File: src/rtl/rr_arb_pkg.sv
// Shared helpers for the round-robin word arbiter: select-width sizing and the
// rotating-priority search used to pick the next granted source.
package rr_arb_pkg;

  localparam int unsigned REQ_MAX   = 64;
  localparam int unsigned REQ_IDX_W = 6;

  // Width of the select register; never below one bit so WIDTH=1 still has a flop.
  function automatic int unsigned sel_bits(input int unsigned width);
    return (width > 1) ? 32'($clog2(width)) : 32'd1;
  endfunction

  // First requester after sel, wrapping around, with sel itself tried last.
  // With no requester at all the current selection is kept.
  function automatic int unsigned next_req(input int unsigned       width,
                                           input int unsigned       sel,
                                           input logic [REQ_MAX-1:0] req);
    int unsigned idx;
    next_req = sel;
    for (int unsigned k = width; k >= 1; k--) begin
      idx = (sel + k) % width;
      if (req[idx[REQ_IDX_W-1:0]]) next_req = idx;
    end
  endfunction

endpackage

File: src/rtl/rr_next_sel.sv
// Combinational rotating priority encoder: next source to grant after sel.
module rr_next_sel
  import rr_arb_pkg::*;
#(
  parameter int unsigned WIDTH = 2,
  parameter int unsigned SEL_W = 1
) (
  input  logic [SEL_W-1:0] sel,
  input  logic [WIDTH-1:0] req,
  output logic [SEL_W-1:0] next_sel_c
);

  logic [REQ_MAX-1:0] req_ext;

  assign req_ext = REQ_MAX'(req);

  always_comb begin
    next_sel_c = SEL_W'(next_req(WIDTH, 32'(sel), req_ext));
  end

endmodule

File: src/rtl/rr_word_arbiter.sv
// Round-robin N-to-1 word arbiter merging FWFT source FIFOs into one sink FIFO.
// Define RR_ARB_HOLD_EN to let a source keep the grant across words via HOLD_REQ.
module rr_word_arbiter
  import rr_arb_pkg::*;
#(
  parameter int unsigned WIDTH      = 2,
  parameter int unsigned DATA_WIDTH = 32
) (
  input  logic                        CLK,
  input  logic                        RST_N,
  input  logic [WIDTH-1:0]            WRITE_REQ,
  input  logic [WIDTH-1:0]            HOLD_REQ,
  input  logic [WIDTH*DATA_WIDTH-1:0] DATA_IN,
  output logic [WIDTH-1:0]            READ_GRANT,
  input  logic                        READY_OUT,
  output logic                        WRITE_OUT,
  output logic [DATA_WIDTH-1:0]       DATA_OUT
);

  localparam int unsigned SEL_W = sel_bits(WIDTH);

  logic [SEL_W-1:0] sel_q;
  logic [SEL_W-1:0] sel_d;
  logic [SEL_W-1:0] next_sel_c;
  logic             req_sel_c;
  logic             xfer_c;
  logic             hold_c;

  rr_next_sel #(
    .WIDTH (WIDTH),
    .SEL_W (SEL_W)
  ) u_next_sel (
    .sel        (sel_q),
    .req        (WRITE_REQ),
    .next_sel_c (next_sel_c)
  );

`ifdef RR_ARB_HOLD_EN
  assign hold_c = HOLD_REQ[sel_q];
`else
  logic unused_hold_req;
  assign unused_hold_req = ^HOLD_REQ;
  assign hold_c          = 1'b0;
`endif

  assign req_sel_c = WRITE_REQ[sel_q];
  assign xfer_c    = req_sel_c & READY_OUT;

  // Move on after a delivered word or away from an idle source, unless held.
  always_comb begin
    sel_d = sel_q;
    if (!hold_c && (xfer_c || !req_sel_c)) begin
      sel_d = next_sel_c;
    end
  end

  always_ff @(posedge CLK or negedge RST_N) begin
    if (!RST_N) begin
      sel_q <= SEL_W'(WIDTH - 1);
    end else begin
      sel_q <= sel_d;
    end
  end

  // Zero-latency sink/source interface, forced quiet while reset is asserted.
  always_comb begin
    WRITE_OUT  = 1'b0;
    DATA_OUT   = '0;
    READ_GRANT = '0;
    if (RST_N) begin
      WRITE_OUT = req_sel_c;
      DATA_OUT  = DATA_IN[sel_q*DATA_WIDTH +: DATA_WIDTH];
      if (xfer_c) READ_GRANT[sel_q] = 1'b1;
    end
  end

endmodule

File: config.mk
export PLATFORM = sky130hd
export DESIGN_NAME = rr_word_arbiter
export DESIGN_NICKNAME = d
export VERILOG_FILES = /design/src/rtl/rr_arb_pkg.sv /design/src/rtl/rr_next_sel.sv /design/src/rtl/rr_word_arbiter.sv
export SDC_FILE = /design/constraint.sdc
export NUM_CORES = 1
export LEC_CHECK = 0
export CORE_AREA = 2 2 59 61
export CTS_CLUSTER_DIAMETER = 80
export DETAILED_ROUTE_END_ITERATION = 12
export DIE_AREA = 0 0 61 63
export GPL_ROUTABILITY_DRIVEN = 0
export HOLD_SLACK_MARGIN = 0.08
export PLACE_DENSITY = 0.75
export SLEW_MARGIN = 20
export SYNTH_ARGS = -nofsm -noshare
export SYNTH_HDL_FRONTEND = slang
export SYNTH_HIERARCHICAL = 1
export SYNTH_SLANG_ARGS = --single-unit
export TNS_END_PERCENT = 10
File: constraint.sdc
create_clock -name CLK -period 1.9 [get_ports CLK]
set_clock_uncertainty 0.1 [all_clocks]
set_input_delay 0.38 -clock CLK [delete_from_list [all_inputs] [get_ports CLK]]
set_output_delay 0.38 -clock CLK [all_outputs]
set_load 0.005 [all_outputs]
# After elaboration in Yosys (flattened, before gate mapping)
# Index checks and enable logic that the tools add are counted.
[totals] out_inout_bits=35 word_cells=28 reg_bits=1
[classes] bitwise=1 shifts=1 order_cmp=4 muxes=14 add_sub_neg=2 n_reduce_logical=5
[ops] cell="64-bit by 7-bit variable part select with 32-bit output" count=1
[ops] cell="32-bit two-way mux" count=1
[ops] cell="1-bit by 7-bit less-than comparator with 1-bit output, second input constant" count=2
[ops] cell="1-bit two-way mux" count=10
[ops] cell="2-bit two-way mux" count=2
[ops] cell="1-bit adder, second input constant" count=2
[ops] cell="1-bit by 2-bit less-than comparator with 1-bit output, second input constant" count=1
[ops] cell="2-bit AND reduction" count=1
[ops] cell="2-bit nonzero test" count=1
[ops] cell="1-bit AND" count=1
[ops] cell="1-bit demux with 1-bit select" count=1
[ops] cell="1-bit greater-or-equal comparator, second input constant" count=1
[ops] cell="1-bit logical AND" count=1
[ops] cell="1-bit logical NOT" count=1
[ops] cell="1-bit logical OR" count=1

# Depth between registers and ports, before layout
# Gate-level depths: netlist of the first run.
[depth] ltp_word=6 depth_mapped=4

# Cells and area by module
# Netlist of the first run, hierarchy kept.
[modules_own_cells] mod="rr_word_arbiter" seq_area_each_um2=26.3 area_each_um2=684.4 cells_each=83 n_inst=1
[modules_own_cells] mod="rr_next_sel" seq_area_each_um2=0.0 area_each_um2=13.8 cells_each=2 n_inst=1

# Worst setup path before layout of the first run
# No wires, ideal clock.
[synth_timing] kind="register -> output" from="register sel_q" to="output DATA_OUT[10]" slack_ns=0.371 arrival_time_ns=1.049 path_buffers=2 t_required_ns=1.420 path_stages_with_launch=5 cell_sequence="dfstp_2 -> buf_6 -> buf_12 -> mux2i_1 -> nor2b_1"
[synth_between] elab_chain_len=2
[synth_lines] element="from (decl)" line="rr_word_arbiter.sv:22" rtl="logic [SEL_W-1:0] sel_q;"
[synth_lines] element="from (signal assigned)" line="rr_word_arbiter.sv:59" rtl="sel_q <= SEL_W'(WIDTH - 1);"
[synth_lines] element="from (signal assigned)" line="rr_word_arbiter.sv:61" rtl="sel_q <= sel_d;"
[synth_lines] element="64-bit by 7-bit variable part select with 32-bit output" line="rr_word_arbiter.sv:72" rtl="DATA_OUT = DATA_IN[sel_q*DATA_WIDTH +: DATA_WIDTH];"
[synth_lines] element="32-bit two-way mux" line="rr_word_arbiter.sv:70" rtl="if (RST_N) begin"
[synth_lines] element="to (decl)" line="rr_word_arbiter.sv:17" rtl="output logic [DATA_WIDTH-1:0] DATA_OUT"
# Every way passes these cells.

# Final worst setup path of the first run
[layout_timing] from="register sel_q" to="output DATA_OUT[15]"
# The elaborated chain is that of the path after synthesis.

==> results of run 1 <==
[final cells by class]
type	count	share of cell area, %
repair buffers	111	61.6
multi-input cells	75	33.2
well taps	46	3.29
flip-flops and latches	1	1.50
inverters	2	0.429
[per-stage QoR]
stage	hold WS (ns)	cell area, µm²
global route	0.624	1750
floorplan	0.132	698
detailed placement	0.601	1780
finish	0.585	1750
global placement	0.599	1780
CTS	0.599	1750
[critical path, delay by kind of cell (launching register included)]
| family | cells | cell delay (ns) |
|---|---|---|
| multiplexers | 1 | 0.23 |
| AND/OR/NAND/NOR | 1 | 0.06 |
| flip-flops | 1 | 0.55 |
| buffers and inverters | 2 | 0.46 |
[cells by family (layout without fill, tap and decap cells)]
group	count (synthesis)	count (layout)	synth area share, %
AO/OA/AOI/OAI	3	3	2.51
buffers and inverters	9	113	12.9
flip-flops	1	1	3.76
multiplexers	33	33	47.3
AND/OR/NAND/NOR	39	39	33.5
[metal layers]
layer / vias up / routed length, µm
li1: 494 / -
met1: 422 / 883
met2: 38 / 1640
met3: 0 / 212
met4: 0 / 0
met5: - / 0
[report_power, final]
group | internal [mW] | switching, mW | leakage, nW | total, mW
Sequential | 0.0317 | 0.00885 | 0.0105 | 0.0405
Clock | 0 | 0 | 0 | 0
Combinational | 0.396 | 0.224 | 0.818 | 0.620
[worst max-delay path by stage]
stage,endpoint,slack [ns],cells after the start
finish,DATA_OUT[15],0.11,4
global route,WRITE_OUT,0.04,4
CTS,DATA_OUT[15],0.09,4
detailed placement,DATA_OUT[20],-0.35,4
global placement,DATA_OUT[2],-0.31,4
floorplan,DATA_OUT[10],0.37,4
[cells in the final DEF, fill, tap and decap left out, drive strengths merged]
| cell | instances |
|---|---|
| a21boi | 1 |
| a21oi | 2 |
| buf | 8 |
| clkdlybuf4s50 | 67 |
| dfstp | 1 |
| dlygate4sd2 | 36 |
| inv | 2 |
| mux2i | 33 |
| nand2 | 2 |
| nand2b | 2 |
| nor2 | 3 |
| nor2b | 32 |
==> results, run 1 <==
- After clock tree synthesis, the repair step resized 39 gates.
- The beginning of the critical path is sel_q.
- The mean area per synthesized cell is 8.21 µm².
- Setup repair after global routing left no endpoint under its margin.
- The transition time at the pin with the least slew margin is 0.183 ns.
- The die outline area is between 3000 and 4000 µm².
- In this run the post-CTS setup repair buffer count came out at 0.
- Synthesis produced a netlist with a net count of 156.
- The signal on the critical path passes through buf_12, mux2i_1, nor2b_1, dlygate4sd2_1.
- Sorting the synthesized cells by area gives the leading types as mux2i_1 (47%), nor2b_1 (29%), buf_12 (8.6%), dfstp_2 (3.8%), buf_6 (1.6%).
- The startpoint of the most critical register-to-register path is sel_q.
- The total count of max-transition violations in the final report was 0.
- The number of antenna violations at the first check in global routing is 0.
- The core utilization of the finished layout is between 50% and 60%.
- The primary flip-flop cell chosen by synthesis mapping is dfstp_2.
- The met2 track utilization from global routing is just under 30%.
- After floorplanning, the core was sized to cover about 3200 µm².
- The floorplan die height is 63 µm.
- The worst hold path belongs to the class in2async.
- Setup total negative slack on the finished layout was measured at 0 ns.
- Dividing total power by cell area gives a power density of approximately 380 nW/µm².
- The post-synthesis sequential area ratio is under 10%.
- The worst setup path is of the reg2out kind.
- The largest individual stage delay along the critical path comes from the cell dfstp_2.
- In the final layout, the registers with the most flip-flops are sel_q (1).
- The number of diodes is 0.
- The top cell type by area accounts for between 40% and 50% of the synthesized area.
- The area growth from synthesis to final layout is 151%.
- The flow ran to the end, and the final reports show no timing, DRC or antenna violations.
- The effective utilization at floorplan is 21.6%.
- Derived from the worst setup path, the maximum achievable clock frequency is around 560 MHz.
- The footprint of the flip-flops and latches is roughly 26 µm².
- The peak supply drop is around 240 µV.
- The vias after detailed routing is 954.
- The reg-to-reg endpoint is sel_q.
- Clock latency on the worst-skew pair, taken at its later pin, is 0 ns.
- Among all cell types in the netlist, the one instantiated most often is mux2i_1.
- The synthesized netlist occupies a cell area of about 700 µm².
- The total chip power is between 0.6 and 0.7 mW.
- The commonest cells after synthesis are mux2i_1 (33), nor2b_1 (32), buf_12 (3), clkbuf_1 (3), nor2_1 (3).
- The worst setup slack for register-to-register paths is around 0.6 ns.
- Clock-pin slew was measured on the worst setup and hold paths at 0 ns.
- STA classifies the critical path startpoint as a flop.
- The total of warnings raised by yosys is 6.
- In this design, the stage delay of the slowest critical-path cell is roughly 0.55 ns.
- OpenSTA, run right after detailed placement, puts the worst setup slack at -0.347 ns.
- The flip-flop count of the largest register, all copies and words added is 1.
- Ranked by flip-flop count, first place goes to sel_q.
- After synthesis the netlist holds a flip-flop and latch count of 1.
- The met3 track demand over resource is roughly 1.4%.
- The die extent in x is 61 µm.
- The setup-violating endpoint count in the final report is 0.
- The count of pins on the block boundary is about 110.
- After the flow finishes, the layout carries non-filler instances totaling 235.
- The count of different cell masters after synthesis is 13.
- The share of final-layout standard cells stronger than drive strength 1 is 5.29%.
- The biggest area contributor in the post-synthesis netlist is mux2i_1.
- The row count is 21.
- After detailed routing, the average wire length per cell comes to between 10 and 15 µm.
- The most congested layer reported by global routing is met2.
- The number of detailed-route iterations in the first pass is 2.
- The area of the multi-input gates is slightly below 600 µm².
- The number of max-capacitance violations reported is 0.
- The number of cells after detailed placement is 234.
- Synthesis produced a netlist whose cell count is between 80 and 90.
- The layout has roughly 330 filler cells.
- The net count of the finished layout is about 260.
- The total global routing overflow is 0.
- Input and output buffers added on the ports amount to between 100 and 150.
- Global routing used a little over an eighth of the available tracks across all layers.
- The number of global-route vias before repair is 978.
- The critical path endpoint category is an output port.
- Global routing used between 10% and 20% of the available met1 tracks.
- The post-route DRC violation count is 0.
- The worst path uses about 94% of the clock period.
- The hold violation count in the final report is 0.
- The leakage power summed over all cells is approximately 0.83 nW.
- The maximum fanout along the worst path is 21.
- For the worst setup path, the data arrival time is roughly 1.3 ns.
- The headroom to the max-slew limit is just under 90%.
- Counting flops with a built-in enable in the synthesized netlist gives 0.
- In this run, the number of DRC markers left after iteration 0 of detailed routing was 20.
- The maximum number of pins on one net before global-route repair is 22.
- After layout, the minimum clock period comes to roughly 1.8 ns.
- The length in cells of the worst reg-to-reg path is 4.
- The worst endpoint required time is 1.42 ns.
- The final antenna-violating net count is 0.
- The first-pass GRT wire length is 4.18 mm.
- The number of hold-repair buffers added at the cts stage is 0.
- For this run, asynchronously set or reset flops after synthesis account for between 90% and 100%.
- The final routed wirelength across all metal layers is ~2.7 mm.
- The post-layout worst setup margin is about 0.11 ns.
- Detailed placement ended at an HPWL of between 2 and 2.5 mm.
- Using the TritonRoute via totals, the vias-per-cell ratio works out to ~4.1.
No activity file was read; power rests on OpenSTA's default activity.
==> inputs of run 2 (changes only) <==
==> constraint.sdc (replaced) <==
create_clock -name CLK -period 1.9 [get_ports CLK]
set_clock_uncertainty 0.1 [all_clocks]
set_input_delay 0.285 -clock CLK [delete_from_list [all_inputs] [get_ports CLK]]
set_output_delay 0.285 -clock CLK [all_outputs]
set_load 0.005 [all_outputs]
==> run 2 against run 1 <==
  * Register-to-register slack got worse by 0.10 ns
  * Critical path depth unchanged
  * First-iteration DRC count decreased by 50%
  * Largest power group unchanged
  * Global-route usage increased by 0.49 points
==> results, run 2 (synthesized netlist as in run 1, its figures left out) <==
- Leaving out fill and tap cells, the most frequent cells in the layout are clkdlybuf4s50_1 (72), mux2i_1 (33), nor2b_1 (32).
- Grouping stages by cell kind, the critical path spends the most delay in buffers and inverters.
- The worst path uses between 90% and 100% of the clock period.
- The area growth from synthesis to final layout is 171%.
- Of the total power, the share spent switching nets is 33.4%.
- The number of antenna diodes in the final layout is 0.
- The maximum number of pins on one net before global-route repair is 22.
- Counting both buffers and inverters, the worst setup path holds a total of 2.
- The die is between 60 and 70 µm tall.
- The total global routing overflow is 0.
- The largest single stage delay on the critical path is around 0.6 ns.
- The row count is 21.
- The signal on the critical path passes through buf_12, mux2i_1, nor2b_1, clkdlybuf4s50_1.
- Dividing total power by cell area gives a power density of about 390 nW/µm².
- Measured along the x axis, the die boundary spans 61 µm.
- The total chip power is 0.731 mW.
- The HPWL after detailed placement is around 2.4 mm.
- The class of the worst hold path is in2async.
- The region available for standard cell placement spans about 3200 µm².
- After detailed routing, the average wire length per cell comes to 12.9 µm.
- The number of detailed-route iterations in the first pass is 3.
- The internal power of the cells totals 0.487 mW.
- The startpoint of the most critical register-to-register path is sel_q.
- Sequential cells account for under 10% of the total power.
- The worst endpoint required time is 1.51 ns.
- Pin placement for this block handled around 110 I/O pins.
- Excluding fillers, the count of instances in the completed layout stands at about 240.
- The run finished with clean final reports.
- The clock network accounts for 0% of the total power.
- The maximum operating frequency is between 500 and 600 MHz.
- Once placement completed, the tool counted placed cells totaling approximately 230.
- The count of fill cells added during filler insertion is between 300 and 400.
- The type of the setup path with the least slack is reg2out.
- The number of antenna violations at the first check in global routing came to 0.
- In this run the tool buffered the top-level ports with about 100 buffer cells.
- STA puts the critical path data arrival time at roughly 1.5 ns.
- The first-iteration detailed-routing DRC count is 10.
- At the pin with the least slew margin, the transition time is 0.178 ns.
- The core utilization of the finished layout is between 50% and 60%.
- Clock-pin slew was measured on the worst setup and hold paths at 0 ns.
- The routed layout has just under 1k vias.
- Setup repair after global routing could not meet its margin everywhere.
- The number of global-route vias before repair is 988.
- For this run, design rule violations remaining after detail routing come to 0.
- In the final layout, the registers with the most flip-flops are sel_q (1).
- The first global-routing pass estimated about 4.3 mm of wire.
- The share of total power dissipated in combinational logic is a little over nine tenths.
- The register with the most flip-flops in the final layout is sel_q.
- For this design the static power due to leakage is around 1.1 nW.
- Of all nets on the critical path, the largest fanout is 15.
- The initial utilization of the core area, before any placement, comes to a little over a fifth.
- The headroom to the max-slew limit is 87.8%.
- In the final layout, the multi-input gates occupy around 580 µm².
- Tracing the worst setup path back leads to its startpoint at sel_q.
- The hold violation count in the final report came to 0.
- The net count of the finished layout is around 260.
- The minimum period implied by the final worst setup slack is between 1.5 and 2 ns.
- For this design, the CTS-stage hold fixing added 0 buffers.
- The clock latency on the worst-skew pair is 0 ns.
- The flip-flop count of the largest register, all copies and words added was 1.
- The final routed wirelength across all metal layers is 3.05 mm.
- The net load switching power is approximately 0.24 mW.
- Among all stages on the critical path, the largest delay is contributed by dfstp_2.
- The total count of max-transition violations in the final report was 0.
- The critical path endpoint category is an output port.
- The setup-violating endpoint count in the final report is 0.
- The worst setup path is launched from a flop.
- The global routing usage summed across all routing layers is between 10 and 15%.
- The most common cell after layout, fill and taps aside is clkdlybuf4s50_1.
- The sequential cells in the finished layout cover a total of about 26 µm².
- The die covers slightly below 4000 µm².
- The share of final-layout standard cells stronger than drive strength 1 is just under 6%.
- Across the VDD grid, the largest voltage drop is roughly 260 µV.
- The number of max-capacitance violations reported is 0.
- The final antenna-violating net count is 0.
- The per-cell via count in the routed design is ~4.2.
run 2: cell count changes in the layout (fill, tap and decap cells not counted):
cell,before,now
dlymetal6s2s_1,0,29
clkdlybuf4s50_1,67,72
clkbuf_4,0,1
dlygate4sd2_1,36,2
buf_4,4,3
clkbuf_16,0,1
run 2: repair_timing:
action,4_1_cts,5_1_grt
resized for setup,5,30
endpoints found under the setup margin,35,20
gates cloned,2,1
buffers inserted,0,0
run 2: final cells by class:
type | instances | area share, %
Inverter | 2 | 0.397
Multi-Input combinational cell | 75 | 30.8
Sequential cell | 1 | 1.39
Tap cell | 46 | 3.04
Timing Repair Buffer | 112 | 64.4
run 2: layer usage:
metal  track usage [%]  share of wire (%)  vias to the layer above
li1                  -                  -                      496
met1              13.6                 34                      443
met5                 0                  0                        -
met4              1.63                1.5                        0
met2              29.4                 58                       42
met3              1.24                6.6                        4
run 2: power by group through the flow:
stage	clock, mW	combinational (mW)	sequential, mW
3_3_place_gp	0	0.667	0.0403
4_1_cts	0	0.689	0.0406
6_report	0	0.685	0.0460
2_1_floorplan	0	0.375	0.0356
5_1_grt	0	0.736	0.0469
3_5_place_dp	0	0.683	0.0406
run 2: path summary, 6_finish.rpt:
| check | depth (start not counted) | endpoint | slack, ns |
|---|---|---|---|
| setup / recovery | 4 | DATA_OUT[29] | 0.04 |
| hold / removal | 2 | sel_q | 0.56 |
| setup reg to reg | 4 | sel_q | 0.50 |
| hold reg to reg | 3 | sel_q | 0.67 |
| max in group asynchronous | 2 | sel_q | 1.12 |
| min in group CLK | 4 | sel_q | 0.63 |
run 2: worst reg2reg max path: cells and delay by family (launching register included):
kind	cells	cell delay, ns
buf+inv	1	0.18
compound gates	1	0.10
flops	1	0.60
simple gates	1	0.12
mux	1	0.24
run 2: metrics by stage:
stage / TNS (ns) / setup WS, ns / hold slack, ns / area, µm²
global route: -0.0596 / -0.0302 / 0.607 / 1890
CTS: 0 / 0.0121 / 0.589 / 1790
floorplan: 0 / 0.466 / 0.0372 / 698
detailed placement: -3.89 / -0.149 / 0.646 / 1770
global placement: -3.28 / -0.118 / 0.596 / 1770
finish: 0 / 0.0375 / 0.560 / 1890
